===== src/rtl/adc_sample_filter.sv =====
// adc_sample_filter: per-channel moving-average filter for the side and diagonal ADC sensors.
// Each channel keeps a 2^WINDOW_LOG2 circular buffer and a running sum; output is floor(sum / N).
// Optional macro ADC_NEG_CLAMP_EN: replaces negative samples with 0 before they enter the window.
module adc_sample_filter #(
    parameter int WINDOW_LOG2 = 3
) (
    input  logic        clk,
    input  logic        reset,
    input  logic        sample_valid,
    input  logic        sample_channel,
    input  logic [15:0] sample_data,
    output logic [15:0] side_adc_data,
    output logic [15:0] diag_adc_data,
    output logic        side_valid,
    output logic        diag_valid,
    output logic        side_primed,
    output logic        diag_primed
);
    localparam int N  = 1 << WINDOW_LOG2;
    localparam int SW = 16 + WINDOW_LOG2;
    localparam int CW = WINDOW_LOG2 + 1;
    localparam logic [CW-1:0] FULL = CW'(N);

    logic signed [15:0]      buf_q [2][N];
    logic signed [SW-1:0]    sum_q [2];
    logic [WINDOW_LOG2-1:0]  ptr_q [2];
    logic [CW-1:0]           cnt_q [2];
    logic [15:0]             out_q [2];
    logic                    vld_q [2];

    logic signed [15:0]      smp;
    logic signed [SW-1:0]    sum_d;
    logic [CW-1:0]           cnt_d;

`ifdef ADC_NEG_CLAMP_EN
    assign smp = sample_data[15] ? 16'sd0 : sample_data;
`else
    assign smp = sample_data;
`endif

    // Next running sum and fill count for the channel addressed by this sample.
    always_comb begin
        sum_d = sum_q[sample_channel] - buf_q[sample_channel][ptr_q[sample_channel]] + smp;
        cnt_d = (cnt_q[sample_channel] == FULL) ? FULL : cnt_q[sample_channel] + 1'b1;
    end

    // Window state and registered outputs; only the addressed channel changes on accept.
    always_ff @(posedge clk) begin
        if (reset) begin
            for (int c = 0; c < 2; c++) begin
                for (int i = 0; i < N; i++) buf_q[c][i] <= '0;
                sum_q[c] <= '0;
                ptr_q[c] <= '0;
                cnt_q[c] <= '0;
                out_q[c] <= '0;
                vld_q[c] <= 1'b0;
            end
        end else begin
            vld_q[0] <= 1'b0;
            vld_q[1] <= 1'b0;
            if (sample_valid) begin
                buf_q[sample_channel][ptr_q[sample_channel]] <= smp;
                sum_q[sample_channel] <= sum_d;
                ptr_q[sample_channel] <= ptr_q[sample_channel] + 1'b1;
                cnt_q[sample_channel] <= cnt_d;
                out_q[sample_channel] <= sum_d[WINDOW_LOG2 +: 16];
                vld_q[sample_channel] <= (cnt_d == FULL);
            end
        end
    end

    assign side_adc_data = out_q[0];
    assign diag_adc_data = out_q[1];
    assign side_valid    = vld_q[0];
    assign diag_valid    = vld_q[1];
    assign side_primed   = (cnt_q[0] == FULL);
    assign diag_primed   = (cnt_q[1] == FULL);
endmodule


===== config.mk =====
export PLATFORM = sky130hd
export DESIGN_NAME = adc_sample_filter
export DESIGN_NICKNAME = d
export VERILOG_FILES = /design/src/rtl/adc_sample_filter.sv
export SDC_FILE = /design/constraint.sdc
export NUM_CORES = 1
export LEC_CHECK = 0
export CORE_MARGIN = 1.5
export CORE_UTILIZATION = 61
export CTS_CLUSTER_SIZE = 24
export DETAILED_ROUTE_END_ITERATION = 16
export PLACE_DENSITY_LB_ADDON = 0.05
export SYNTH_ARGS = -nofsm -noshare
export SYNTH_HDL_FRONTEND = slang
export SYNTH_SLANG_ARGS = --single-unit

===== constraint.sdc =====
create_clock -name clk -period 9.9 [get_ports clk]
set_input_delay 2.475 -clock clk [delete_from_list [all_inputs] [get_ports clk]]
set_output_delay 2.475 -clock clk [all_outputs]
set_load 0.02 [all_outputs]

# Word-level counts from Yosys, hierarchy flattened
# Memory sizes are Yosys's and may differ from the RTL's.
# Cells that the tools add are included.
# totals
output_inout_bits,36
ram_bits,342
ff_bits,0
wordCells,55
memories,6
# classes
addsub,4
magnitude_cmp,2
muxes,30
bitwise_logic,3
eq_ne,4
n_reduce_logical,6
# mem_list
memory,depth,word_bits,read_ports,rd_clocked_by_memory_dff,wr,line_no,text
buf_q,2,128,1,0,2,24,logic signed [15:0] buf_q [2][N];
sum_q,2,19,1,0,2,25,logic signed [SW-1:0] sum_q [2];
out_q,2,16,2,0,2,28,logic [15:0] out_q [2];
cnt_q,2,4,3,0,2,27,logic [CW-1:0] cnt_q [2];
ptr_q,2,3,1,0,2,26,logic [WINDOW_LOG2-1:0] ptr_q [2];
vld_q,2,1,2,0,3,29,logic vld_q [2];
# op_table
cell,count
128-bit 2-to-1 mux,3
128-bit OR reduction,1
16-bit 2-to-1 mux,4
16-bit binary-select mux with 3-bit select,1
16-bit demux with 3-bit select,1
19-bit by 16-bit adder with 19-bit output,1
19-bit 2-to-1 mux,1
19-bit OR reduction,1
19-bit by 16-bit subtractor with 19-bit output,1
1-bit 2-to-1 mux,17
"4-bit equality test, second input constant",4
16-bit OR reduction,1
4-bit 2-to-1 mux,2
"4-bit by 1-bit adder with 4-bit output, second input constant",1
"4-bit >= comparator, second input constant",1
"4-bit by 1-bit less-than comparator with 1-bit output, second input constant",1
3-bit inverter with 4-bit output,1
4-bit OR reduction,1
"3-bit by 1-bit adder with 3-bit output, second input constant",1
3-bit 2-to-1 mux,1
3-bit OR reduction,1
1-bit OR,2
1-bit logical AND,1

# Longest topological paths before layout
# Gate-level depths: netlist (run 1).
# An unclocked memory read counts as a cell.
# depth
ltp_word,9
depth_mapped,17
mapped_depth_nobuf,15

# Worst setup path before layout (run 1)
# No wires, ideal clock.
# synth_path
kind,input to register
from,input port sample_channel
to,"memory out_q[1][15], data pin"
stages,15
required_time_ps,9634
slack_ps,3653
n_path_buf,5
arrival_ps,5981
cell_sequence,buf_6 buf_4 buf_2 buf_2 a21oi_1 a2111oi_1 fa_1 ha_1 clkbuf_1 nand3_1 nand2_1 a221o_1 a31oi_1 xnor2_1 nor2_1
# synth_rtl
element,line_no,text
from (decl),10,"input logic sample_channel,"
to (decl),28,

==> results.ini, run 1 <==
[final_layout]
finalNetCount=1243
layout-drive-gt1-share=0.0865
syn2layout_area_growth_pct=9.41
multi_input_area_mm2=0.00532
antenna_cells=0
fillCellCount=1820
seqCellArea_mm2=0.00929

[synthesis]
async_reset_ff_frac=0
synth_area_mm2=0.0155
synthFlopType=edfxtp_1
synth.most_common_cell=edfxtp_1
synth_seq_cells=310
synth_cell_type_count=65
synth_common_cells=edfxtp_1, a211oi_1, mux2i_1
seq_area_frac_synth=0.599
synth_top_cell_by_area=edfxtp_1
synthTopCellsByArea=edfxtp_1, a211oi_1, mux2i_1, nor2b_1, nor4_1
syn_nets=1260
ys.warnings.count=0
syn_inst=1199
syn_area_per_cell_um2=12.9
synth-edff-count=308
netlist.area_leader.share=0.597

[global_routing]
grt.overflow.total=0
grt_pass1_vias=9518
grt_max_degree=104
grtUsageTotal=0.292
grt_pass1_wl_mm=57.5
antenna_found_initial=0

[clock_tree]
htreeDepth=2
cts_sinks=310
numCtsBuffers=34
cts_resized=0
clk_path_buf_depth=3
cts_setup_buffers=0
clockRootBuffer=clkbuf_16
clock_latency_ns=0.51
clk_pin_slew_ns=0.06
cts_tree=built
ctsHoldBuffers=0

[detailed_routing]
drc=0
vias=9835
drt_iter0_drc=949
wl_per_cell_um=24.3
wl_mm=37.3
drt_first_pass_iters=5
drtAntennaViolNets=0
viasPerCell=6.42

[floorplanning]
dieArea_mm2=0.0264
core_mm2=0.0250
die_y_um=162
floorplan.initialDensity=0.619
num_rows=58
io_pins=56
fp.dieW_um=162

[timing]
worstMarginPinSlew_ns=1.26
finClkSkew_ns=0.0118
setup_viol=0
drv_slew=0
fin_crit_sh=0.721
layout_min_cycle_time_ns=7.13
fin_tns_setup_ns=0
relSlewSlack=0.160
max_freq_mhz=140
hold_ws_ns=0.842
hold_viol=0
rsz0062_at_grt=no

[worst_setup_path]
crit_fanout=102
end_kind=register
path_class=input pin to register
max_stage_delay_ns=1.03
worst_setup_path_start_kind=input pin
worstPathArrival_ns=7.37
cp_data_required_time_ns=10.14
crit_buf_inv=3
cp_top_family=compound AO/OA/AOI/OAI gates
cp_common_cell=a211oi_1
path_cells=buf_6, o21a_1, buf_4, a211oi_1, or4_1, fa_1, inv_1, ha_1, a21o_1, a31oi_1, o21ai_1, a211oi_1, xor2_1, nor2_1
slowest_stage=o21a_1

[placed_design]
gp_congestion=0.853
io_buffers=55
hpwl_mm=23.1

[hold_path]
hold_class=register to register

[run_status]
run_status=completed

[power]
p_leak_uw=0.00608
total_power_uw=3600
vdd_drop_max_mv=0.159
power_per_cell_area_mw_per_mm2=212

[flow_run]
drv_cap=0

==> power by group <==
| part | switching, uW | leakage [uW] | internal, uW |
|---|---|---|---|
| Clock | 486 | 0.000526 | 753 |
| Combinational | 513 | 0.00234 | 280 |
| Sequential | 28.6 | 0.00322 | 1530 |
| Total | 1030 | 0.00608 | 2570 |
==> kinds of logic (layout without fill, tap and decap cells) <==
logic type      Yosys count  in the layout  synth area share
fa+ha+maj                41             41            0.0418
xor+xnor                 23             23            0.0130
compound gates          207            207             0.100
flops                   310            310             0.599
simple gates            364            364             0.133
mux                      84             84            0.0547
buf+inv                 170            174            0.0581
==> worst paths after layout <==
check	startpoint	to	slack, ns	cells past startpoint
min reg2reg	cnt_q[0][3]	cnt_q[1][3]	0.84	3
max reg2reg	ptr_q[0][0]	out_q[0][13]	4.67	14
max	sample_channel	out_q[0][14]	2.77	14
min	cnt_q[0][3]	cnt_q[1][3]	0.84	3
==> flip-flops by register name, indices dropped and copies added, names as in the netlist <==
| name | flops |
|---|---|
| vld_q | 2 |
| cnt_q | 8 |
| sum_q | 21 |
| out_q | 17 |
| ptr_q | 6 |
| buf_q | 256 |
==> cell usage in the layout, fill, tap and decap left out, types with 5 or more instances in the layout <==
master and n:
nor3_1 50, clkbuf_16 37, xor2_1 9, inv_2 12
a21o_1 8, mux2i_1 78, mux2_2 6, nor2b_1 65
o21ai_0 7, a211oi_1 121, clkdlybuf4s50_1 54, ha_1 23
buf_4 17, nor2_1 55, nand2_1 22, or4_1 12
a31oi_1 6, a21oi_1 23, clkinv_1 6, and2_1 59
inv_1 33, xnor2_1 14, and3_1 5, or2_2 8
nand3_1 8, nor4_1 60, edfxtp_1 308, clkbuf_1 9
fa_1 18
==> routing by layer <==
metal / up-vias / wire (um) / GRT usage
met5: - / 0 / 0
met4: 0 / 1070 / 0.101
met3: 70 / 2530 / 0.0364
met2: 408 / 17800 / 0.471
met1: 4874 / 15900 / 0.416
li1: 4483 / - / -
==> worst reg2reg max path, cell delays in order (launching register included) <==
cell      delay, ns
edfxtp_1       0.60
buf_4          0.84
nor2b_1        0.19
a211oi_1       0.27
a211oi_1       0.10
or4_1          0.67
fa_1           0.54
inv_1          0.07
fa_1           0.48
a21o_1         0.21
a21oi_1        0.26
o221a_2        0.32
o31ai_2        0.09
xnor2_1        0.24
nor2_1         0.07
==> area by class of cell <==
cell class                      instances  share of cell area
Clock buffer                           46              0.0566
Multi-Input combinational cell        719               0.314
Sequential cell                       310               0.548
Clock inverter                         11             0.00723
Inverter                               45             0.00996
Timing Repair Buffer                   72              0.0401
Tap cell                              330              0.0244
==> stage by stage <==
step           instances  area, um^2   util  setup slack (ns)
2_1_floorplan       1199       15500      -              3.65
3_3_place_gp        1476       15900  0.634              2.42
3_5_place_dp        1476       15900  0.634              2.34
4_1_cts             1533       17000  0.677              2.84
5_1_grt             1533       17000  0.677              2.56
6_report            1533       17000  0.677              2.77
No activity file was read; power rests on OpenSTA's default activity.
==> run 2, diff against run 1 <==
clock period = 6.7 ns   (was 9.9 ns; I/O delays follow)
==> results.ini, run 2 (same netlist as run 1, synthesis figures left out) <==
[power]
power_per_cell_area_mw_per_mm2=319  ; +50%
switching_share=0.283  ; -0.00315
p_leak_uw=0.00619  ; +1.8%
total_power_uw=5490  ; +53%
p_switching_uw=1550  ; +51%
seq_power_share=0.422  ; -0.013
vdd_drop_max_mv=0.237  ; +50%
p_clk_frac=0.362  ; +0.017
p_int_uw=3940  ; +53%
pwr-share-comb=0.216  ; -0.005

[detailed_routing]
wl_mm=37.4  ; +0.27%
drt_first_pass_iters=8  ; +3
drtAntennaViolNets=0  ; unchanged
wl_per_cell_um=24.2  ; -0.58%
drc=0  ; unchanged
viasPerCell=6.39  ; -0.43%
vias=9876  ; +0.42%
drt_iter0_drc=929  ; -2.1%

[timing]
finClkSkew_ns=0.0145  ; +0.00271 ns
drv_slew=0  ; unchanged
hold_viol=0  ; unchanged
setup_viol=0  ; unchanged
fin_crit_sh=0.859
layout_min_cycle_time_ns=5.75
fin_tns_setup_ns=0  ; unchanged
hold_ws_ns=0.823  ; -0.0189 ns
relSlewSlack=0.237  ; +0.0767
max_freq_mhz=174
rsz0062_at_grt=no
worstMarginPinSlew_ns=1.14  ; -0.114 ns

[floorplanning]
floorplan.initialDensity=0.619  ; unchanged
die_y_um=162  ; unchanged
dieArea_mm2=0.0264  ; unchanged
io_pins=56  ; unchanged
fp.dieW_um=162  ; unchanged
num_rows=58  ; unchanged
core_mm2=0.0250  ; unchanged

[clock_tree]
clockRootBuffer=clkbuf_16
cts_resized=0  ; unchanged
clk_path_buf_depth=3  ; unchanged
clk_pin_slew_ns=0.06  ; about the same
ctsHoldBuffers=0  ; unchanged
numCtsBuffers=34  ; unchanged
clock_latency_ns=0.51  ; about the same
htreeDepth=2  ; unchanged
cts_tree=built
cts_setup_buffers=0  ; unchanged
cts_sinks=310  ; unchanged

[final_layout]
top_regs=buf_q (256), sum_q (21), out_q (17)
layout_commonest_cell=edfxtp_1
antenna_cells=0  ; unchanged
finish.utilization=0.687  ; +0.00960
layout_common_cells=edfxtp_1, a211oi_1, mux2i_1
design_area_mm2=0.0172  ; +1.4%
top_register=buf_q
layout-drive-gt1-share=0.100  ; +0.0139
syn2layout_area_growth_pct=11.0
fillCellCount=1790  ; -1.6%
finalNetCount=1253  ; +0.80%
largest_reg_flops=256  ; unchanged

[global_routing]
antenna_found_initial=0  ; unchanged
grt.overflow.total=0  ; unchanged
grtUsageTotal=0.294  ; +0.00166
grt_pass1_vias=9631  ; +1.2%
grt_max_degree=71  ; -32%
grt_pass1_wl_mm=57.2  ; -0.58%

[worst_setup_path]
worst_setup_path_start_kind=input pin
path_class=input pin to register
cp_data_required_time_ns=6.93  ; -3.21 ns
crit_fanout=57  ; -44%
end_kind=register
worstPathArrival_ns=5.98  ; -1.39 ns

[run_status]
run_status=completed

[placed_design]
gp_congestion=0.915  ; +7.3%
placed_cell_area_mm2=0.0160  ; +0.79%
io_buffers=55  ; unchanged
hpwl_mm=24.1  ; +4.6%

[flow_run]
drv_cap=0  ; unchanged

[hold_path]
hold_class=register to register

run 2: cell types whose count changed in the layout (fill, tap and decap cells not counted), sizes merged:
cell / before / now
clkinvlp: 0 / 4
clkbuf: 46 / 43
bufinv: 3 / 6
clkinv: 8 / 7
buf: 18 / 28
run 2: cell type report:
cell class | instances | area (um^2) | share of cell area
multi-input combinational | 719 | 5320 | 0.310
sequential | 310 | 9290 | 0.540
clock buffer | 43 | 958 | 0.0557
tap | 330 | 413 | 0.0240
clock inverter | 17 | 239 | 0.0139
timing repair buffer | 82 | 805 | 0.0468
inverter | 45 | 169 | 0.00982
run 2: routing by layer:
metal / wire, um / vias up / track usage
met5: 0 / - / 0
met4: 1240 / 0 / 0.106
met3: 2710 / 73 / 0.0502
met2: 17900 / 391 / 0.480
met1: 15500 / 4887 / 0.401
li1: - / 4525 / -
run 2: through the flow:
step                std cells  setup slack (ns)
global route             1546             0.680
detailed placement       1486             0.537
CTS                      1546              1.01
floorplan                1199              1.25
global placement         1486             0.569
finish                   1546             0.948
run 2: power by group through the flow:
stage / clock [uW] / sequential, uW / combinational (uW)
6_report: 1980 / 2320 / 1190
5_1_grt: 2080 / 2330 / 1290
4_1_cts: 2000 / 2320 / 1170
3_5_place_dp: 0 / 2360 / 1160
3_3_place_gp: 0 / 2350 / 1150
2_1_floorplan: 0 / 2330 / 852
run 2: worst max-delay path: stages:
cell and delay [ns]:
buf_6 0.35, o21a_1 0.70, buf_4 0.42, a211oi_1 0.08, or4_1 0.61, fa_1 0.52, inv_1 0.05, ha_1 0.39
and3_1 0.21, a221oi_2 0.09, o31ai_2 0.38, a31oi_1 0.18, xnor2_1 0.22, nor2_1 0.05
run 2: worst paths after layout:
path,end,slack (ns),cells past startpoint,startpoint
min,cnt_q[1][0],0.82,3,cnt_q[1][0]
max reg2reg,out_q[0][14],1.56,14,ptr_q[0][0]
min reg2reg,cnt_q[1][0],0.82,3,cnt_q[1][0]
max,out_q[0][15],0.95,14,sample_channel
==> variant, RTL diff (flow settings as in run 2) <==
Add a define of `ADC_NEG_CLAMP_EN`.
--- a/src/rtl/adc_sample_filter.sv
+++ b/src/rtl/adc_sample_filter.sv
@@ -1,6 +1,8 @@
 // adc_sample_filter: per-channel moving-average filter for the side and diagonal ADC sensors.
 // Each channel keeps a 2^WINDOW_LOG2 circular buffer and a running sum; output is floor(sum / N).
 // Optional macro ADC_NEG_CLAMP_EN: replaces negative samples with 0 before they enter the window.
+`define ADC_NEG_CLAMP_EN
+
 module adc_sample_filter #(
     parameter int WINDOW_LOG2 = 3
 ) (
Function: changed (Yosys sat finds a counterexample within 4 cycles, from zero or initial values).
==> variant against run 2 <==
  * Total power shrank 7.3%
  * Critical endpoint is now out_q[1][11]
  * Area after synthesis fell by 6.0%
  * Sequential share of layout area shrank 0.057 points
  * Fmax is 2.2% higher
  * Sequential cell count is 16 lower
  * Setup slack improved by 0.12 ns
  * Routed wire length rose by 4.1%
  * Combinational power shrank 13%
  * Final area shrank 5.1%
  * Critical path depth rose by 1
==> variant: results <==
placed_design:
  placed_cell_area_sq_mm: 0.0152
  hpwl_um: 26700
  dp_cells: 1471
  place_ws_ns: 0.602
logic_synthesis:
  syn_avg_cell_area_sq_um: 12.5
  synthTopCellsByCount: "edfxtp_1 (292), nor2_1 (218), mux2i_1 (94)"
  synth.distinct_cells: 73
  synth-edff-count: 292
  syn_nets: 1223
  seq_area_frac_synth_pct: 60.5
  ys_ff_latch: 294
final_layout:
  multi_input_area_share_pct: 30.4
  buffers: 97
  seq_share_pct: 54.0
  layout-drive-gt1-share_pct: 11.9
  nClkBuffers: 32
  multi_input_cells: 722
  top_regs: "buf_q: 240 flops, sum_q: 21 flops, out_q: 17 flops"
global_routing:
  grt_pass1_wl_um: 58100
  met1_usage_pct: 45.7
  grt_util_met2_pct: 49.2
  grt_pass1_vias: 9492
  met3_usage_pct: 5.51
power_and_ir_drop:
  power.sequential.total_uw: 2180
  clkPwrFrac_pct: 36.7
  p_per_area_mw_per_mm2: 312
  switchingPower_uw: 1460
routing:
  wl_met3_um: 3260
  wl_um: 38900
  vias: 9591
  first_pass_iters: 7
  via_per_inst: 6.27
  wl_met2_um: 17300
  wl_met1_um: 16300
sta:
  relSlewSlack_pct: 18.5
setup_path:
  crit_arrival_ns: 5.91
  cp_max_fo: 41
  max_stage_delay_ns: 0.55
  crit_end: "out_q[1][11]"
outcome:
  outcome: "complete, no violations"
floorplan:
  die-area_sq_mm: 0.0248
## variant: worst min-delay path by stage
| stage | end | slack (ns) | depth (start not counted) | startpoint |
|---|---|---|---|---|
| global route | vld_q[1] | 0.68 | 2 | cnt_q[1][3] |
| floorplan | vld_q[1] | 0.57 | 2 | cnt_q[1][3] |
| global placement | vld_q[0] | 0.63 | 2 | cnt_q[0][3] |
| finish | vld_q[1] | 0.64 | 2 | cnt_q[1][3] |
| CTS | vld_q[0] | 0.64 | 2 | cnt_q[0][3] |
| detailed placement | vld_q[0] | 0.62 | 2 | cnt_q[0][3] |
## variant: cells by family after synthesis
family / Yosys count / synth area share, %
fa+ha+maj: 37 / 3.95
simple gates: 364 / 11.5
compound gates: 184 / 9.05
xor+xnor: 14 / 0.842
flops: 294 / 60.5
mux: 123 / 8.73
buf+inv: 150 / 5.43
